--- src/rtl/ddr_ser_pkg.sv ---
// rtl/ddr_ser_pkg.sv - shared state encoding and DQS patterns for the DQ burst serialiser
package ddr_ser_pkg;

    typedef enum logic [1:0] {
        IDLE = 2'd0,
        PRE  = 2'd1,
        DATA = 2'd2,
        POST = 2'd3
    } ser_state_e;

    typedef struct packed {
        logic oe;
        logic r;
        logic f;
    } dqs_pat_t;

    localparam dqs_pat_t DQS_OFF    = '{oe: 1'b0, r: 1'b0, f: 1'b0};
    localparam dqs_pat_t DQS_HOLD   = '{oe: 1'b1, r: 1'b0, f: 1'b0};
    localparam dqs_pat_t DQS_TOGGLE = '{oe: 1'b1, r: 1'b1, f: 1'b0};

    function automatic dqs_pat_t dqs_for(input ser_state_e s);
        case (s)
            PRE, POST: return DQS_HOLD;
            DATA:      return DQS_TOGGLE;
            default:   return DQS_OFF;
        endcase
    endfunction

endpackage

--- src/rtl/ser_lane_shift.sv ---
// rtl/ser_lane_shift.sv - one DQ lane: burst shift register with registered rise/fall beat outputs
module ser_lane_shift #(
    parameter int BL = 16
) (
    input  logic          clk,
    input  logic          rst,
    input  logic          load,
    input  logic          shift,
    input  logic          drive,
    input  logic [BL-1:0] load_data,
    output logic          dq_r,
    output logic          dq_f
);

    logic [BL-1:0] sr;
    logic [BL-1:0] sr_next;

    always_comb begin
        sr_next = sr;
        if (load) begin
            sr_next = load_data;
        end else if (shift) begin
            sr_next = {2'b00, sr[BL-1:2]};
        end
    end

    // Outputs are taken from the next shifter value so the beat lands in the cycle it is loaded for.
    always_ff @(posedge clk) begin
        if (rst) begin
            sr   <= '0;
            dq_r <= 1'b0;
            dq_f <= 1'b0;
        end else begin
            sr   <= sr_next;
            dq_r <= drive & sr_next[0];
            dq_f <= drive & sr_next[1];
        end
    end

endmodule

--- src/rtl/dq_burst_serialiser.sv ---
// rtl/dq_burst_serialiser.sv - multi-lane DDR write-burst serialiser with DQS/OE generation
module dq_burst_serialiser
    import ddr_ser_pkg::*;
#(
    parameter int LANES    = 8,
    parameter int BL       = 16,
    parameter int PRE_CYC  = 1,
    parameter int POST_CYC = 1
) (
    input  logic                clk_i,
    input  logic                rst_i,
    input  logic [LANES*BL-1:0] data_i,
    input  logic                chop_i,
    input  logic                valid_i,
    output logic                ready_o,
    output logic [LANES-1:0]    dq_r_o,
    output logic [LANES-1:0]    dq_f_o,
    output logic                dq_oe_o,
    output logic                dqs_r_o,
    output logic                dqs_f_o,
    output logic                dqs_oe_o,
    output logic                burst_done_o,
    output logic                busy_o
);

    localparam int              BW        = $clog2(BL / 2);
    localparam logic [BW-1:0]   BEAT_LAST = BW'(BL / 2 - 1);
    localparam logic [BW-1:0]   BEAT_PEN  = BW'(BL / 2 - 2);
    localparam logic [BW-1:0]   CHOP_LAST = BW'((BL + 2) / 4 - 1);
    localparam logic [2:0]      PRE_LAST  = 3'(PRE_CYC - 1);
    localparam logic [2:0]      POST_LAST = 3'(POST_CYC - 1);

    ser_state_e            state;
    ser_state_e            nxt_state;
    logic [BW-1:0]         beat;
    logic [2:0]            cnt;
    logic [LANES*BL-1:0]   hold_data;
    logic                  hold_chop;
    logic                  hold_full;
    logic                  chop_cur;
    logic                  accept;
    logic                  last_beat;
    logic                  load;
    logic                  shift;
    logic                  enter_data;
    logic                  drive;

    assign hold_full = !ready_o;

    always_comb begin
        accept     = valid_i && ready_o;
        last_beat  = (state == DATA) && (beat == BEAT_LAST);
        load       = hold_full && ((state == IDLE) || last_beat);
        shift      = (state == DATA) && !last_beat;
        nxt_state  = state;
        case (state)
            IDLE: if (hold_full) nxt_state = (PRE_CYC == 0) ? DATA : PRE;
            PRE:  if (cnt == PRE_LAST) nxt_state = DATA;
            DATA: if (last_beat && !hold_full) nxt_state = (POST_CYC == 0) ? IDLE : POST;
            POST: if (cnt == POST_LAST) nxt_state = IDLE;
            default: nxt_state = IDLE;
        endcase
        // Every entry into a burst slot starts at beat 0, which always drives even when chopped.
        enter_data = (nxt_state == DATA) && ((state != DATA) || last_beat);
        drive      = enter_data || (shift && (!chop_cur || (beat < CHOP_LAST)));
    end

    always_ff @(posedge clk_i) begin
        if (rst_i) begin
            state        <= IDLE;
            beat         <= '0;
            cnt          <= '0;
            ready_o      <= 1'b1;
            hold_chop    <= 1'b0;
            chop_cur     <= 1'b0;
            dq_oe_o      <= 1'b0;
            dqs_oe_o     <= 1'b0;
            dqs_r_o      <= 1'b0;
            dqs_f_o      <= 1'b0;
            burst_done_o <= 1'b0;
            busy_o       <= 1'b0;
        end else begin
            state <= nxt_state;
            if (load) begin
                ready_o  <= 1'b1;
                chop_cur <= hold_chop;
            end else if (accept) begin
                ready_o   <= 1'b0;
                hold_data <= data_i;
                hold_chop <= chop_i;
            end
            if (enter_data) begin
                beat <= '0;
            end else if (shift) begin
                beat <= beat + 1'b1;
            end
            if (nxt_state != state) begin
                cnt <= '0;
            end else if ((state == PRE) || (state == POST)) begin
                cnt <= cnt + 3'd1;
            end
            {dqs_oe_o, dqs_r_o, dqs_f_o} <= dqs_for(nxt_state);
            dq_oe_o      <= drive;
            burst_done_o <= shift && (beat == BEAT_PEN);
            busy_o       <= (nxt_state != IDLE) || (!load && (accept || hold_full));
        end
    end

    for (genvar l = 0; l < LANES; l++) begin : g_lane
        ser_lane_shift #(.BL(BL)) u_lane (
            .clk       (clk_i),
            .rst       (rst_i),
            .load      (load),
            .shift     (shift),
            .drive     (drive),
            .load_data (hold_data[l*BL +: BL]),
            .dq_r      (dq_r_o[l]),
            .dq_f      (dq_f_o[l])
        );
    end

endmodule

--- config.mk ---
export PLATFORM = sky130hd
export DESIGN_NAME = dq_burst_serialiser
export DESIGN_NICKNAME = d
export VERILOG_FILES = /design/src/rtl/ddr_ser_pkg.sv /design/src/rtl/ser_lane_shift.sv /design/src/rtl/dq_burst_serialiser.sv
export SDC_FILE = /design/constraint.sdc
export NUM_CORES = 1
export LEC_CHECK = 0
export CAP_MARGIN = 20
export CORE_MARGIN = 4
export CORE_UTILIZATION = 25
export DETAILED_ROUTE_END_ITERATION = 10
export PLACE_DENSITY_LB_ADDON = 0.12
export SYNTH_ARGS = -nofsm -noshare
export SYNTH_HDL_FRONTEND = slang
export SYNTH_HIERARCHICAL = 1
export SYNTH_SLANG_ARGS = --single-unit
--- constraint.sdc ---
create_clock -name clk_i -period 18.8 [get_ports clk_i]
set_input_delay 1.88 -clock clk_i [delete_from_list [all_inputs] [get_ports clk_i]]
set_output_delay 1.88 -clock clk_i [all_outputs]
set_load 0.005 [all_outputs]
; ---- Word-level counts from Yosys, hierarchy flattened
; Cells that the tools add are included.
[op_classes]
add_sub_neg = 2
magnitude_cmp = 1
n_eq_ne = 10
muxes = 22
bitwise = 18
reduce_logical = 30
[ops]
columns = op, n
row1 = 16-bit two-way mux, 16
row2 = 1-bit AND, 16
row3 = 1-bit logical AND, 9
row4 = "2-bit equality test, second input constant", 4
row5 = 2-bit two-way mux, 4
row6 = 2-bit one-hot mux with 4 select lines, 1
row7 = 2-bit OR reduction, 4
row8 = 1-bit logical OR, 7
row9 = "3-bit by 1-bit adder with 3-bit output, second input constant", 2
row10 = "3-bit equality test, second input constant", 2
row11 = 3-bit one-hot mux with 2 select lines, 1
row12 = "2-bit by 1-bit equality test with 1-bit output, second input constant", 2
row13 = 1-bit zero test, 4
row14 = 2-bit nonzero test, 2
row15 = 3-bit zero test, 1
row16 = "3-bit by 2-bit less-than comparator with 1-bit output, second input constant", 1
row17 = 3-bit AND reduction, 1
row18 = 2-bit zero test, 1
row19 = 2-bit inequality test, 1
row20 = "2-bit inequality test, second input constant", 1
row21 = 1-bit NOT, 2
row22 = 2-bit AND reduction, 1
[word_totals]
regBits = 289
in_bits = 132
out_inout_bits = 23
word_cells = 128

; ---- Logic depth before layout (Yosys ltp)
; Gate-level depths: netlist of run 1.
[depth]
ltp_word = 9
depth_mapped = 8
ltp_nobuf = 7

; ---- Hierarchy
; Netlist of run 1, hierarchy kept.
[by_module_without_submodules]
columns = mod, instances, cells_per_inst, area_each_um2, seq_area_each_um2
row1 = ser_lane_shift, 8, 76, 815.8, 360.3
row2 = dq_burst_serialiser, 1, 215, 4648.2, 4164.0

; ---- Worst setup path after synthesis of run 1
; OpenSTA, ideal clock, no wires.
[synth_path]
kind = input -> register
startpoint = in rst_i
endpoint = reg hold_data[0] (enable)
setup_time_ps = 616
arrival_time_ps = 7631
required_ps = 18184
setup_slack_ps = 10553
cell_stages = 3
path_buffers = 2
path_cell_list = clkbuf_1 -> clkbuf_1 -> nor2_1
[synth_between]
elab_chain_cells = 2
[synth_rtl]
columns = item, line
row1 = from (decl), dq_burst_serialiser.sv:11  ; input logic rst_i,
row2 = 1-bit NOT (no source line), --
row3 = 3-bit AND reduction (no source line), --
row4 = to (signal assigned), dq_burst_serialiser.sv:89  ; hold_data <= data_i;
row5 = to (decl), dq_burst_serialiser.sv:37  ; logic [LANES*BL-1:0] hold_data;
; No other way between the ends.
; A chain may end at the register's enable or synchronous reset.

; ---- Worst setup path in the final report of run 1
[layout_path]
startpoint = reg ready_o
endpoint = out ready_o
[layout_lines]
columns = item, line
row1 = from (decl), dq_burst_serialiser.sv:15  ; output logic ready_o,
row2 = from (signal assigned), dq_burst_serialiser.sv:73  ; ready_o <= 1'b1;
row3 = from (signal assigned), dq_burst_serialiser.sv:85  ; ready_o <= 1'b1;
row4 = from (signal assigned), dq_burst_serialiser.sv:88  ; ready_o <= 1'b0;
; No word-level cell between the ends.

==> results of run 1 <==
## placed cells by master, fill, tap and decap left out, drive strengths merged, types with 2 or more instances in the layout
cell type        n
dfxtp          160
clkdlybuf4s50  152
a211oi         129
edfxtp         128
mux2i          114
nor2b          113
clkbuf          56
nand2           21
a21oi           21
inv             17
or3b            16
nand2b          10
clkinv           9
nor3             7
buf              7
nor2             6
ha               5
o21ai            2
nand3            2
a21o             2
a2111oi          2
## through the flow
stage	setup slack, ps	hold slack (ps)
floorplan	10550	437
global placement	15090	461
detailed placement	15060	459
CTS	15250	474
global route	15200	497
finish	15300	470
## metal layers
metal  vias up  part of all wire (%)
met5         -                     0
met4         0                   2.2
met3        42                   5.4
met2       119                    45
met1      3197                    47
li1       3345                     -
## power by group through the flow
stage | registers, mW | logic, mW | clock network, mW
6_report | 0.735 | 0.189 | 0.688
3_3_place_gp | 0.749 | 0.192 | 0
4_1_cts | 0.736 | 0.193 | 0.722
5_1_grt | 0.742 | 0.212 | 0.748
2_1_floorplan | 0.742 | 0.142 | 0
3_5_place_dp | 0.748 | 0.193 | 0
## cells by family (layout without fill, tap and decap cells)
family | count (synthesis) | count (layout)
xor+xnor | 1 | 1
mux | 114 | 114
fa+ha+maj | 5 | 5
simple gates | 184 | 184
compound gates | 160 | 160
other cells | 1 | 1
flops | 288 | 288
buf+inv | 70 | 242
## state kept, by name, summed over array words and instances, names as in the netlist
name,cells
g_lane.u_lane/sr,128
hold_data,128
g_lane.u_lane/dq_f,8
g_lane.u_lane/dq_r,8
beat,3
cnt,3
state,2
burst_done_o,1
busy_o,1
chop_cur,1
dq_oe_o,1
dqs_oe_o,1
dqs_r_o,1
hold_chop,1
ready_o,1
## area by class of cell
cell class	instances	area, um^2
fill	4438	29900
clock inverter	12	88.8
sequential	288	7050
inverter	15	56.3
tap	592	741
timing repair buffer	159	1620
multi-input combinational	465	3620
clock buffer	56	1110
## worst max-delay path by stage
stage	to	slack, ps	depth (start not counted)
after floorplan	hold_data[0]	10550	3
after global placement	g_lane[6].u_lane/dq_r	15090	4
after detailed placement	g_lane[7].u_lane/dq_f	15060	4
after CTS	ready_o	15250	1
after global routing	ready_o	15200	1
final	ready_o	15300	1
==> reports/qor.yml, run 1 <==
antenna_found_initial: 0
holdCritStartpoint: "hold_chop"
syn_inst: 823
p_int_mw: 1.23
drive_gt1_share_pct: 9.25
routabilityCongestion: 0.682
synth-seq-cells: 288
io_pins: 155
met1_usage_pct: 14.0
synth_most_common_cell: "dfxtp_1"
root_buffer: "clkbuf_16"
cts_buffer_depth: 3
slowest_stage: "clkdlybuf4s50_1"
drt_wl_total_um: 24800
postRouteAntennaNets: 0
cts_resized: 0
worstSkewPairLatency_ps: 530
grt_pass1_wl_um: 39600
routedWlPerCell_um: 15.6
fmax_mhz: 286
grt-ovfl-total: 0
yosysTopAreaCell: "edfxtp_1"
area_growth_pct: 27.8
dp_cells: 1518
powerDensity_nw_per_um2: 113
synth_cell_type_count: 40
tightest_slew_ps: 980
cts_tree: "done"
synth_compound_area_share_pct: 11.2
crit_arrival_ps: 1620
syn_avg_cell_area_um2: 13.6
synth_top_family_by_area: "compound AO/OA/AOI/OAI gates"
path_class: "flop to output port"
min_path_type: "flop to flop"
r2r-start: "beat[0]"
whs_endpoint: "hold_chop"
timing.critical_path.from: "ready_o"
power_mw: 1.61
design_area_um2: 14300
seq_power_share_pct: 45.6
muxShareOfSynthArea_pct: 10.2
reg2regPathDepth: 6
worstSetupStartpointType: "flop"
synth_top_cell_area_share_pct: 34.4
yosys-top-cells-count: "160 x dfxtp_1, 128 x edfxtp_1, 114 x mux2i_1"
r2r_end: "g_lane[5].u_lane/sr[0]"
synth_area_leaders: "edfxtp_1 34%, dfxtp_1 29%, mux2i_1 10%, a211oi_1 7.6%, nor2b_1 6.3%"
yosysSeqAreaShare_pct: 63.1
combPwrFrac_pct: 11.7
switching_power_uw: 386
fin_worst_skew_ps: 20.6
cts_sinks: 288
synth_fp_nets: 960
critPathMaxFanout: 10
synth_ff_type: "dfxtp_1"
rsz0062_at_grt: "false"
first_global_vias: 7091
synth_area_um2: 11200
status: "completed"
slowest_delay_ps: 570
vdd_drop_max_mv: 0.0547
setup_viol: 0
fin_cells: 1587
final_core_util_pct: 32.3
post_dp_cell_area_um2: 13100
grt.total_usage_pct: 10.5
start_util_pct: 25.3
slew_viol_final: 0
leakagePower_nw: 4.59
synth-edff-count: 128
cts_setup_buffers: 0
hpwl_um: 14500
coreArea_um2: 44200
fp.dieH_um: 219
ctsHoldBuffers: 0
drt-initial-drc-count: 273
swShare_pct: 23.9
min_period_ps: 3500
grt_max_degree: 134
viasPerCell: 4.22
cp_num_buf_inv: 1
hold_viol_final: 0
fp.dieArea_um2: 48100
path_clk_slew_ps: 50
grt_busiest_layer: "met2"
crit_path_end_kind: "output port"
ff2ff_setup_slack_ps: 16250
die_x_um: 219
p_clk_share_pct: 42.7
dr_total_vias: 6703
synth_fa_ha_area_share_pct: 0.560
min_path_cells: 2
firstDrtPassIters: 4
rows: 77
critPathTopFamily: "buffers and inverters"
grt_util_met2_pct: 16.1
fin_crit_sh_pct: 18.6
required_ps: 16920
maxCapViolCount: 0
synth-simple-area-share_pct: 10.3
finalSetupTns_ps: 0
crit_path_cell_trace: "clkdlybuf4s50_1"
finish.net_count: 1103
slew_headroom_pct: 34.7
yosys_warnings: 6
io_buffers: 153
async_flop_share_pct: 0
antenna_cells: 0
grt_use_met3_pct: 3.46
synth_xor_area_share_pct: 0.0784
cts_made_buffers: 37
h-tree-depth: 2
drcViolationCount: 0
(Power assumes the default switching activity.)
==> inputs of run 2 (changes only) <==
clock period = 3 ns   (was 18.8 ns; I/O delays follow)
==> reports/qor.yml, run 2 (synthesis results as in run 1) <==
cts_resized: 0  # unchanged
path_clk_slew_ps: 60  # about the same
antenna_cells: 0  # unchanged
layout_commonest_cell: "dfxtp_1"
routabilityCongestion: 0.665  # -2.5%
vdd_drop_max_mv: 0.279  # +410%
finish.net_count: 1106  # +0.27%
layout_common_cells: "160 x dfxtp_1, 152 x clkdlybuf4s50_1, 128 x edfxtp_1"
ff2ff_setup_slack_ps: 710  # -15540 ps
powerDensity_nw_per_um2: 719  # +540%
crit_path_end_kind: "flop"
cts_setup_buffers: 0  # unchanged
grt_max_degree: 129  # -3.7%
tightest_slew_ps: 789  # -191 ps
root_buffer: "clkbuf_16"
reg2regPathDepth: 6  # unchanged
required_ps: 3390  # -13530 ps
die_x_um: 219  # unchanged
cts_sinks: 288  # unchanged
firstDrtPassIters: 5  # +1
min_path_type: "primary input to flop"
grt_pass1_wl_um: 40200  # +1.5%
coreArea_um2: 44200  # unchanged
viasPerCell: 4.28  # +1.4%
drcViolationCount: 0  # unchanged
hpwl_um: 15100  # +3.7%
antenna_found_initial: 1  # +1
holdCritStartpoint: "rst_i"
final_core_util_pct: 32.6  # +0.26 points
min_path_cells: 2  # unchanged
critPathMaxFanout: 91  # +81
worstSkewPairLatency_ps: 530  # about the same
start_util_pct: 25.3  # unchanged
fp.dieH_um: 219  # unchanged
biggestRegsByFlops: "g_lane.u_lane/sr: 128 flops, hold_data: 128 flops"
ctsHoldBuffers: 0  # unchanged
rsz0062_at_grt: "false"
area_growth_pct: 28.9
worstSetupStartpointType: "flop"
fp.dieArea_um2: 48100  # unchanged
routedWlPerCell_um: 16.0  # +2.6%
h-tree-depth: 2  # unchanged
leakagePower_nw: 4.64  # +0.99%
power_mw: 10.4  # +540%
r2r-start: "beat[0]"
crit_arrival_ps: 2680  # +1060 ps
drt-initial-drc-count: 232  # -15%
cts_made_buffers: 38  # +2.7%
postRouteAntennaNets: 0  # unchanged
r2r_end: "g_lane[3].u_lane/sr[0]"
first_global_vias: 7251  # +2.3%
cts_tree: "done"
grt-ovfl-total: 0  # unchanged
slew_viol_final: 0  # unchanged
maxCapViolCount: 0  # unchanged
fin_crit_sh_pct: 76.3
whs_endpoint: "hold_chop"
drive_gt1_share_pct: 9.41  # +0.16 points
dr_total_vias: 6815  # +1.7%
io_pins: 155  # unchanged
fmax_mhz: 437
layout_setup_ws_ps: 712  # -14590 ps
cts_buffer_depth: 3  # unchanged
status: "completed"
place_ws_ps: 716  # -14340 ps
hold_viol_final: 0  # unchanged
drt_wl_total_um: 25500  # +2.9%
io_buffers: 153  # unchanged
finalSetupTns_ps: 0  # unchanged
path_class: "flop to flop"
min_period_ps: 2290
setup_viol: 0  # unchanged
grt.total_usage_pct: 10.6  # +0.17 points
slew_headroom_pct: 47.4  # +13 points
fin_worst_skew_ps: 10.9  # -9.66 ps
rows: 77  # unchanged
-- run 2: per-stage QoR --
step	std cells	cell area [um^2]	hold WS [ps]
after floorplan	823	11200	399
after global placement	1521	13100	452
after detailed placement	1521	13100	458
after CTS	1591	14400	236
after global routing	1591	14400	273
final	1591	14400	251
-- run 2: worst max path at each step --
stage                        from                     end
final                     beat[0]  g_lane[3].u_lane/sr[0]
after CTS                 beat[0]   g_lane[4].u_lane/dq_r
after floorplan             rst_i            hold_data[0]
after global placement    beat[0]   g_lane[3].u_lane/dq_r
after detailed placement  beat[0]   g_lane[3].u_lane/dq_r
after global routing      beat[0]  g_lane[7].u_lane/sr[1]
-- run 2: per-layer routing --
| metal | up-vias | global-route usage, % | part of all wire (%) |
|---|---|---|---|
| li1 | 3356 | - | - |
| met1 | 3281 | 13.8 | 46 |
| met2 | 131 | 17.0 | 46 |
| met3 | 45 | 2.81 | 5.3 |
| met4 | 2 | 4.15 | 2.6 |
| met5 | - | 0 | 0.051 |
-- run 2: power breakdown --
| part | total (mW) | internal [mW] | switching, mW | leakage (nW) |
|---|---|---|---|---|
| combinational | 1.20 | 0.600 | 0.596 | 1.51 |
| clock | 4.55 | 2.87 | 1.68 | 0.625 |
| sequential | 4.61 | 4.45 | 0.157 | 2.50 |
| total | 10.4 | 7.92 | 2.43 | 4.64 |
-- run 2: worst max-delay path: stages (launching register included) --
cell      delay [ps]
dfxtp_1          340
ha_1             200
ha_1             260
nor3b_4          330
buf_12           490
mux2i_1          330
a211oi_2         100
-- run 2: cell type report --
| class | count | area, um^2 |
|---|---|---|
| inverters | 15 | 56.3 |
| fillers | 4395 | 29800 |
| repair buffers | 161 | 1660 |
| multi-input cells | 465 | 3630 |
| clock buffers | 63 | 1190 |
| flip-flops and latches | 288 | 7050 |
| clock inverters | 7 | 85.1 |
| well taps | 592 | 741 |
